$ cat src/rtl/ps2_pkg.sv
// Shared PS/2 definitions: host transmitter states, default timing constants, command bytes.
package ps2_pkg;

  typedef enum logic [2:0] {
    ST_IDLE      = 3'd0,
    ST_INHIBIT   = 3'd1,
    ST_RTS       = 3'd2,
    ST_SHIFT     = 3'd3,
    ST_ACK       = 3'd4,
    ST_WAIT_IDLE = 3'd5
  } ps2_tx_state_t;

  localparam int DEF_INHIBIT_CYCLES = 1250;    // 100 us at 12.5 MHz
  localparam int DEF_TIMEOUT_CYCLES = 187500;  // 15 ms at 12.5 MHz
  localparam int DEF_FILTER_LEN     = 4;

  localparam logic [7:0] CMD_SET_LEDS = 8'hED;
  localparam logic [7:0] CMD_ENABLE   = 8'hF4;
  localparam logic [7:0] CMD_RESET    = 8'hFF;

endpackage

$ cat src/rtl/ps2_line_filter.sv
// Two-flop synchronizer plus glitch filter for one PS/2 line; output idles high.
module ps2_line_filter #(
  parameter int FILTER_LEN = 4
) (
  input  logic clk,
  input  logic reset,
  input  logic raw,
  output logic filt
);

  localparam int CW = $clog2(FILTER_LEN + 1);
  localparam logic [CW-1:0] CNT_LAST = CW'(FILTER_LEN - 1);

  logic [1:0]    sync;
  logic [CW-1:0] cnt;

  // A new level is accepted only after FILTER_LEN consecutive differing samples.
  always_ff @(posedge clk or negedge reset) begin
    if (!reset) begin
      sync <= 2'b11;
      cnt  <= '0;
      filt <= 1'b1;
    end else begin
      sync <= {sync[0], raw};
      if (sync[1] == filt) begin
        cnt <= '0;
      end else if (cnt == CNT_LAST) begin
        cnt  <= '0;
        filt <= sync[1];
      end else begin
        cnt <= cnt + 1'b1;
      end
    end
  end

endmodule

$ cat src/rtl/ps2_host_tx.sv
// Host-to-device PS/2 command transmitter (RTS, 8 data + odd parity, stop, ack).
// Optional macro PS2_TX_ACK_CHECK_EN: a missing device ack reports err instead of done.
module ps2_host_tx
  import ps2_pkg::*;
#(
  parameter int INHIBIT_CYCLES = DEF_INHIBIT_CYCLES,
  parameter int TIMEOUT_CYCLES = DEF_TIMEOUT_CYCLES,
  parameter int FILTER_LEN     = DEF_FILTER_LEN
) (
  input  logic       clk,
  input  logic       reset,
  input  logic       start,
  input  logic [7:0] data,
  input  logic       ps2clk_in,
  input  logic       ps2data_in,
  output logic       ps2clk_oe,
  output logic       ps2data_oe,
  output logic       busy,
  output logic       done,
  output logic       err
);

  localparam int IW = $clog2(INHIBIT_CYCLES + 1);
  localparam int TW = $clog2(TIMEOUT_CYCLES + 1);
  localparam logic [IW-1:0] INH_LAST = IW'(INHIBIT_CYCLES - 1);
  localparam logic [TW-1:0] TO_LAST  = TW'(TIMEOUT_CYCLES - 1);

  ps2_tx_state_t state;
  logic [8:0]    shreg;
  logic [3:0]    bitcnt;
  logic [IW-1:0] inh_cnt;
  logic [TW-1:0] to_cnt;
  logic          clk_filt;
  logic          data_filt;
  logic          clk_filt_q;
  logic          fall;
  logic          timeout;
  logic          ack_ok;

  ps2_line_filter #(.FILTER_LEN(FILTER_LEN)) u_clk_filt (
    .clk(clk), .reset(reset), .raw(ps2clk_in), .filt(clk_filt)
  );

  ps2_line_filter #(.FILTER_LEN(FILTER_LEN)) u_data_filt (
    .clk(clk), .reset(reset), .raw(ps2data_in), .filt(data_filt)
  );

  assign fall    = clk_filt_q & ~clk_filt;
  assign timeout = !fall && (to_cnt == TO_LAST) &&
                   (state == ST_SHIFT || state == ST_ACK || state == ST_WAIT_IDLE);

`ifdef PS2_TX_ACK_CHECK_EN
  assign ack_ok = ~data_filt;
`else
  assign ack_ok = 1'b1;
`endif

  always_ff @(posedge clk or negedge reset) begin
    if (!reset) begin
      state      <= ST_IDLE;
      shreg      <= '0;
      bitcnt     <= '0;
      inh_cnt    <= '0;
      to_cnt     <= '0;
      clk_filt_q <= 1'b1;
      ps2clk_oe  <= 1'b0;
      ps2data_oe <= 1'b0;
      busy       <= 1'b0;
      done       <= 1'b0;
      err        <= 1'b0;
    end else begin
      clk_filt_q <= clk_filt;
      done       <= 1'b0;
      err        <= 1'b0;
      if (timeout) begin
        err        <= 1'b1;
        busy       <= 1'b0;
        ps2clk_oe  <= 1'b0;
        ps2data_oe <= 1'b0;
        state      <= ST_IDLE;
      end else begin
        case (state)
          ST_IDLE: begin
            if (start) begin
              shreg      <= {~^data, data};
              inh_cnt    <= '0;
              ps2clk_oe  <= 1'b1;
              ps2data_oe <= 1'b0;
              busy       <= 1'b1;
              state      <= ST_INHIBIT;
            end
          end
          // Device clock activity here is ignored: the host holds the line low.
          ST_INHIBIT: begin
            if (inh_cnt == INH_LAST) begin
              ps2data_oe <= 1'b1;
              state      <= ST_RTS;
            end else begin
              inh_cnt <= inh_cnt + 1'b1;
            end
          end
          ST_RTS: begin
            ps2clk_oe <= 1'b0;
            bitcnt    <= '0;
            to_cnt    <= '0;
            state     <= ST_SHIFT;
          end
          ST_SHIFT: begin
            if (fall) begin
              to_cnt <= '0;
              bitcnt <= bitcnt + 1'b1;
              if (bitcnt == 4'd9) begin
                ps2data_oe <= 1'b0;
                state      <= ST_ACK;
              end else begin
                ps2data_oe <= ~shreg[0];
                shreg      <= {1'b0, shreg[8:1]};
              end
            end else begin
              to_cnt <= to_cnt + 1'b1;
            end
          end
          ST_ACK: begin
            if (fall) begin
              to_cnt <= '0;
              if (ack_ok) begin
                state <= ST_WAIT_IDLE;
              end else begin
                err        <= 1'b1;
                busy       <= 1'b0;
                ps2clk_oe  <= 1'b0;
                ps2data_oe <= 1'b0;
                state      <= ST_IDLE;
              end
            end else begin
              to_cnt <= to_cnt + 1'b1;
            end
          end
          ST_WAIT_IDLE: begin
            if (clk_filt && data_filt) begin
              done  <= 1'b1;
              busy  <= 1'b0;
              state <= ST_IDLE;
            end else if (fall) begin
              to_cnt <= '0;
            end else begin
              to_cnt <= to_cnt + 1'b1;
            end
          end
          default: state <= ST_IDLE;
        endcase
      end
    end
  end

endmodule

$ cat config.mk
export PLATFORM = sky130hd
export DESIGN_NAME = ps2_host_tx
export DESIGN_NICKNAME = d
export VERILOG_FILES = /design/src/rtl/ps2_pkg.sv /design/src/rtl/ps2_line_filter.sv /design/src/rtl/ps2_host_tx.sv
export SDC_FILE = /design/constraint.sdc
export NUM_CORES = 1
export LEC_CHECK = 0
export ABC_AREA = 1
export CELL_PAD_IN_SITES_DETAIL_PLACEMENT = 1
export CELL_PAD_IN_SITES_GLOBAL_PLACEMENT = 1
export CORE_UTILIZATION = 41
export CTS_BUF_LIST = sky130_fd_sc_hd__clkbuf_4 sky130_fd_sc_hd__clkbuf_8 sky130_fd_sc_hd__clkbuf_16
export DETAILED_ROUTE_END_ITERATION = 8
export GPL_TIMING_DRIVEN = 0
export PLACE_DENSITY = 0.82
export SETUP_SLACK_MARGIN = 0.4
export SYNTH_ARGS = -nofsm -noshare
export SYNTH_HDL_FRONTEND = slang
export SYNTH_SLANG_ARGS = --single-unit
export TNS_END_PERCENT = 50
$ cat constraint.sdc
create_clock -name clk -period 2 [get_ports clk]
set_clock_uncertainty 0.15 [all_clocks]
set_input_delay 0.3 -clock clk [delete_from_list [all_inputs] [get_ports clk]]
set_output_delay 0.3 -clock clk [all_outputs]
set_load 0.03 [all_outputs]
==> tab_implementation.tex <==
\begin{tabular}{lr}
\hline
Metric & Value \\
\hline
\multicolumn{2}{l}{\textbf{Run status}} \\
Outcome & complete, but fails checks \\
Failing checks & negative setup slack \\
\multicolumn{2}{l}{\textbf{Worst setup path}} \\
Register-to-register setup slack & -140 ps \\
Arrival time of the worst setup path & 2250 ps \\
Classification of the worst setup path & flip-flop to flip-flop \\
Worst-path cell chain & inv\_1, nor2\_1, nand2\_1, nor2\_4, nand3\_4, nand2\_2, nor2\_2, nor2\_4, nand2\_2, nand2\_1, nand2\_1 \\
Startpoint class of the critical path & flip-flop \\
Crit-path max cell delay & 400 ps \\
Critical-path maximum fanout & 6 \\
Crit Reg-Reg Startpoint & to\_cnt[17]\$\_DFFE\_PN0P\_ \\
Crit-path most repeated cell & nand2\_1 \\
Worst r2r path cells & 11 \\
Critical path's slowest cell & dfrtp\_1 \\
CP Data Required Time & 2110 ps \\
RR Endpoint & state[1]\$\_DFFE\_PN0P\_ \\
Crit end category & flip-flop \\
\multicolumn{2}{l}{\textbf{Finish}} \\
Ratio of cells with drive above 1 in the final layout & 36.0\% \\
Total of fill cells in the finished design & 971 \\
Antenna diode instance count & 0 \\
Final layout net count & 551 \\
Area taken by multi-input logic gates & 2080 sq um \\
Layout area overhead & 37.7\% \\
Seq. cell area & 1590 sq um \\
\multicolumn{2}{l}{\textbf{Route}} \\
Total wire length & 14100 um \\
Vias post-DR & 3700 \\
Antenna-violating nets left & 0 \\
Number of vias per cell & 5.77 \\
Remaining DRCs & 0 \\
Starting DRT DRC Count & 220 \\
Length of the first detailed-routing pass in iterations & 4 \\
Detailed-route wire length per cell & 21.9 um \\
\multicolumn{2}{l}{\textbf{Run}} \\
Count of max-cap constraint violations & 0 \\
\multicolumn{2}{l}{\textbf{GRT}} \\
Number of antenna violations at the first check in global routing & 0 \\
First-pass GRT wire length & 19000 um \\
Global routing usage on met2 & 47.4\% \\
Met1 global-route usage & 36.1\% \\
Global-route track usage on met3 & 6.22\% \\
Number of global-route vias before repair & 3715 \\
Top Usage Layer GRT & met2 \\
Residual overflow from global routing & 0 \\
Maximum number of pins on one net before global-route repair & 64 \\
Overall routing resource usage & 28.5\% \\
\multicolumn{2}{l}{\textbf{Timing}} \\
Time the final worst path needs with I/O delays and setup & 2140 ps \\
RSZ-0062 raised after global routing & yes \\
Fmax achieved & 467 MHz \\
Final count of negative-setup-slack endpoints & 4 \\
Actual slew at the worst max-slew pin & 828 ps \\
Relative slew margins & 44.8\% \\
Hold Violations, Final & 0 \\
Minimum setup slack in the final design & -143 ps \\
Final number of max-transition violations & 0 \\
Setup TNS & -421 ps \\
Final period utilization & 107\% \\
\multicolumn{2}{l}{\textbf{Floorplan}} \\
Die span in x & 95.3 um \\
Number of primary I/O pins & 18 \\
Initial standard-cell utilization of the core & 43.0\% \\
Core Footprint & 8300 sq um \\
Row Count & 33 \\
Vert. Die Dim & 95.3 um \\
Full die area & 9080 sq um \\
\multicolumn{2}{l}{\textbf{Synth}} \\
Fraction of synthesized cell area taken by the top area cell type & 39.3\% \\
Post-Synthesis Mean Instance Area & 7.81 sq um \\
Dominant cells by area after synthesis & dfrtp\_1 (39\%), nand2\_1 (12\%), inv\_1 (6.4\%) \\
Flip-flop and latch count after synthesis & 63 \\
Register area share after synthesis & 44.4\% \\
Number of synthesized flops with an enable pin & 0 \\
Area of the mapped netlist & 3570 sq um \\
Synthesized net count & 477 \\
Top post-synthesis cells by count & nand2\_1 (113), inv\_1 (61), dfrtp\_1 (56), nor2\_1 (40), o21ai\_0 (38) \\
Cell type with the highest aggregate area in the netlist & dfrtp\_1 \\
Number of distinct standard cells referenced by the synthesized netlist & 40 \\
Warnings, synthesis & 0 \\
Dominant synthesized flop cell & dfrtp\_1 \\
Count leader, synth & nand2\_1 \\
Post-synth ARST share & 100\% \\
Post-Synthesis Cells & 457 \\
\multicolumn{2}{l}{\textbf{Power and ir drop}} \\
Cell Pwr Density & 1420 nW/um\^{}2 \\
Psw & 3.28 mW \\
Highest ir drop seen on vdd & 779 uV \\
Relative contribution of combinational cells to total power & 55.4\% \\
Clock Power Share & 17.6\% \\
Internal power contribution & 3.69 mW \\
Switch share & 47.1\% \\
Post-layout power & 6.97 mW \\
Seq pwr share & 26.9\% \\
Leak & 2.24 nW \\
\multicolumn{2}{l}{\textbf{Min path}} \\
Cell depth of the worst min-delay path & 1 \\
Class of the worst hold path & input port to flip-flop \\
Worst hold path startpoint & ps2clk\_in \\
Hold path endpoint & u\_clk\_filt.sync[0]\$\_DFF\_PN1\_ \\
\multicolumn{2}{l}{\textbf{Place}} \\
Count of port buffers added during placement & 17 \\
Pre-CTS worst setup slack & -284 ps \\
Routability cong. & 0.813 \\
Detail Placement HPWL & 6680 um \\
\multicolumn{2}{l}{\textbf{Clock network}} \\
Num CTS Buffers & 9 \\
CTS Root Cell & clkbuf\_8 \\
Clock tree from TritonCTS & done \\
Longest Clk Path Bufs & 2 \\
Count of clock tree sinks & 63 \\
Worst-skew pair later-pin latency & 370 ps \\
H-tree depth & 3 \\
Clk pin slew, worst setup/hold paths & 90 ps \\
\hline
\end{tabular}
## worst max path at each step
stage	from	end	slack (ps)	depth (start not counted)
CTS	state[1]$_DFFE_PN0P_	to_cnt[12]$_DFFE_PN0P_	120	10
global placement	reset	state[1]$_DFFE_PN0P_	-1880	1
detailed placement	state[1]$_DFFE_PN0P_	inh_cnt[5]$_DFFE_PN0P_	-280	7
global route	to_cnt[17]$_DFFE_PN0P_	state[1]$_DFFE_PN0P_	-230	11
finish	to_cnt[17]$_DFFE_PN0P_	state[1]$_DFFE_PN0P_	-140	11
floorplan	u_clk_filt.filt$_DFFE_PN1P_	state[1]$_DFFE_PN0P_	210	11
## placed cells by master (no fill, tap or decap), types with 7 or more instances in the layout
cell             instances
o21ai_0                 16
inv_2                   11
nor3_1                   9
inv_1                   44
nor2_1                  27
nand2_2                 28
a21oi_2                  7
buf_6                   11
xnor2_1                  7
inv_4                    8
clkdlybuf4s50_1         11
clkbuf_8                11
nor2_4                  13
dfrtp_1                 50
nand3_4                  8
nand2_1                 82
a21oi_1                 10
nand4_1                 13
dfstp_2                  7
buf_4                   37
o21ai_1                 21
nand3_1                 20
## cell families (layout without fill, tap and decap cells)
family	after synthesis	count (layout)	synth area share (%)
adders and majority gates	7	7	2.46
xor gates and xnor gates	13	13	3.19
muxes	1	1	0.316
and+or+nand+nor	231	231	30.6
DFF	63	63	44.4
AOI/OAI and AO/OA	72	72	10.9
buffers and inverters	70	149	8.14
## worst max-delay path: cells and delay by family (launching register included)
family	cells	cell delay [ps]
simple gates	10	1400
flops	1	400
buf+inv	1	80
## timing repair
item                       CTS  global route
buffers inserted            28            16
setup endpoints to repair   55            55
hold buffers                 1             0
gates cloned                 1             0
hold endpoints to repair    56             0
pin swaps                   22            31
resized for setup           70            75
## registers in the layout (all words and copies together), names as in the netlist
register / flops
to_cnt: 18
ps2clk_oe: 1
u_data_filt.filt: 1
bitcnt: 4
err: 1
done: 1
inh_cnt: 11
busy: 1
u_clk_filt.filt: 1
ps2data_oe: 1
u_data_filt.cnt: 3
clk_filt_q: 1
u_clk_filt.sync: 2
state: 3
u_data_filt.sync: 2
shreg: 9
u_clk_filt.cnt: 3
## power by group through the flow
stage	combinational, mW	sequential [mW]	clock [mW]
floorplan	1.68	1.85	0
global placement	2.22	1.85	0
detailed placement	2.34	1.88	0
CTS	3.09	1.82	1.20
global route	4.10	1.90	1.29
finish	3.87	1.88	1.23
## layout make-up
cell class              instances  area share, %
repair buffers                 62           11.2
well taps                     105           2.67
inverters                      64           5.40
plain buffers                   6           1.50
clock inverters                 5           1.15
clock buffers                  11           3.08
multi-input cells             324           42.4
repair inverters                1          0.178
flip-flops and latches         63           32.4
## layer usage
layer | vias to the layer above | share of wire [%]
li1 | 1643 | -
met1 | 1881 | 42
met2 | 120 | 49
met3 | 56 | 4.0
met4 | 0 | 4.2
met5 | - | 0
## per-stage QoR
step / hold slack [ps] / instances / area, sq um / utilization, %
after floorplan: -146 / 457 / 3630 / -
after global placement: 195 / 579 / 3930 / 47.4
after detailed placement: 197 / 579 / 3930 / 47.4
after CTS: 199 / 625 / 4570 / 55.1
after global routing: 196 / 641 / 4910 / 59.2
final: 185 / 641 / 4910 / 59.2
Note: power is estimated with default switching activity, not from simulation.
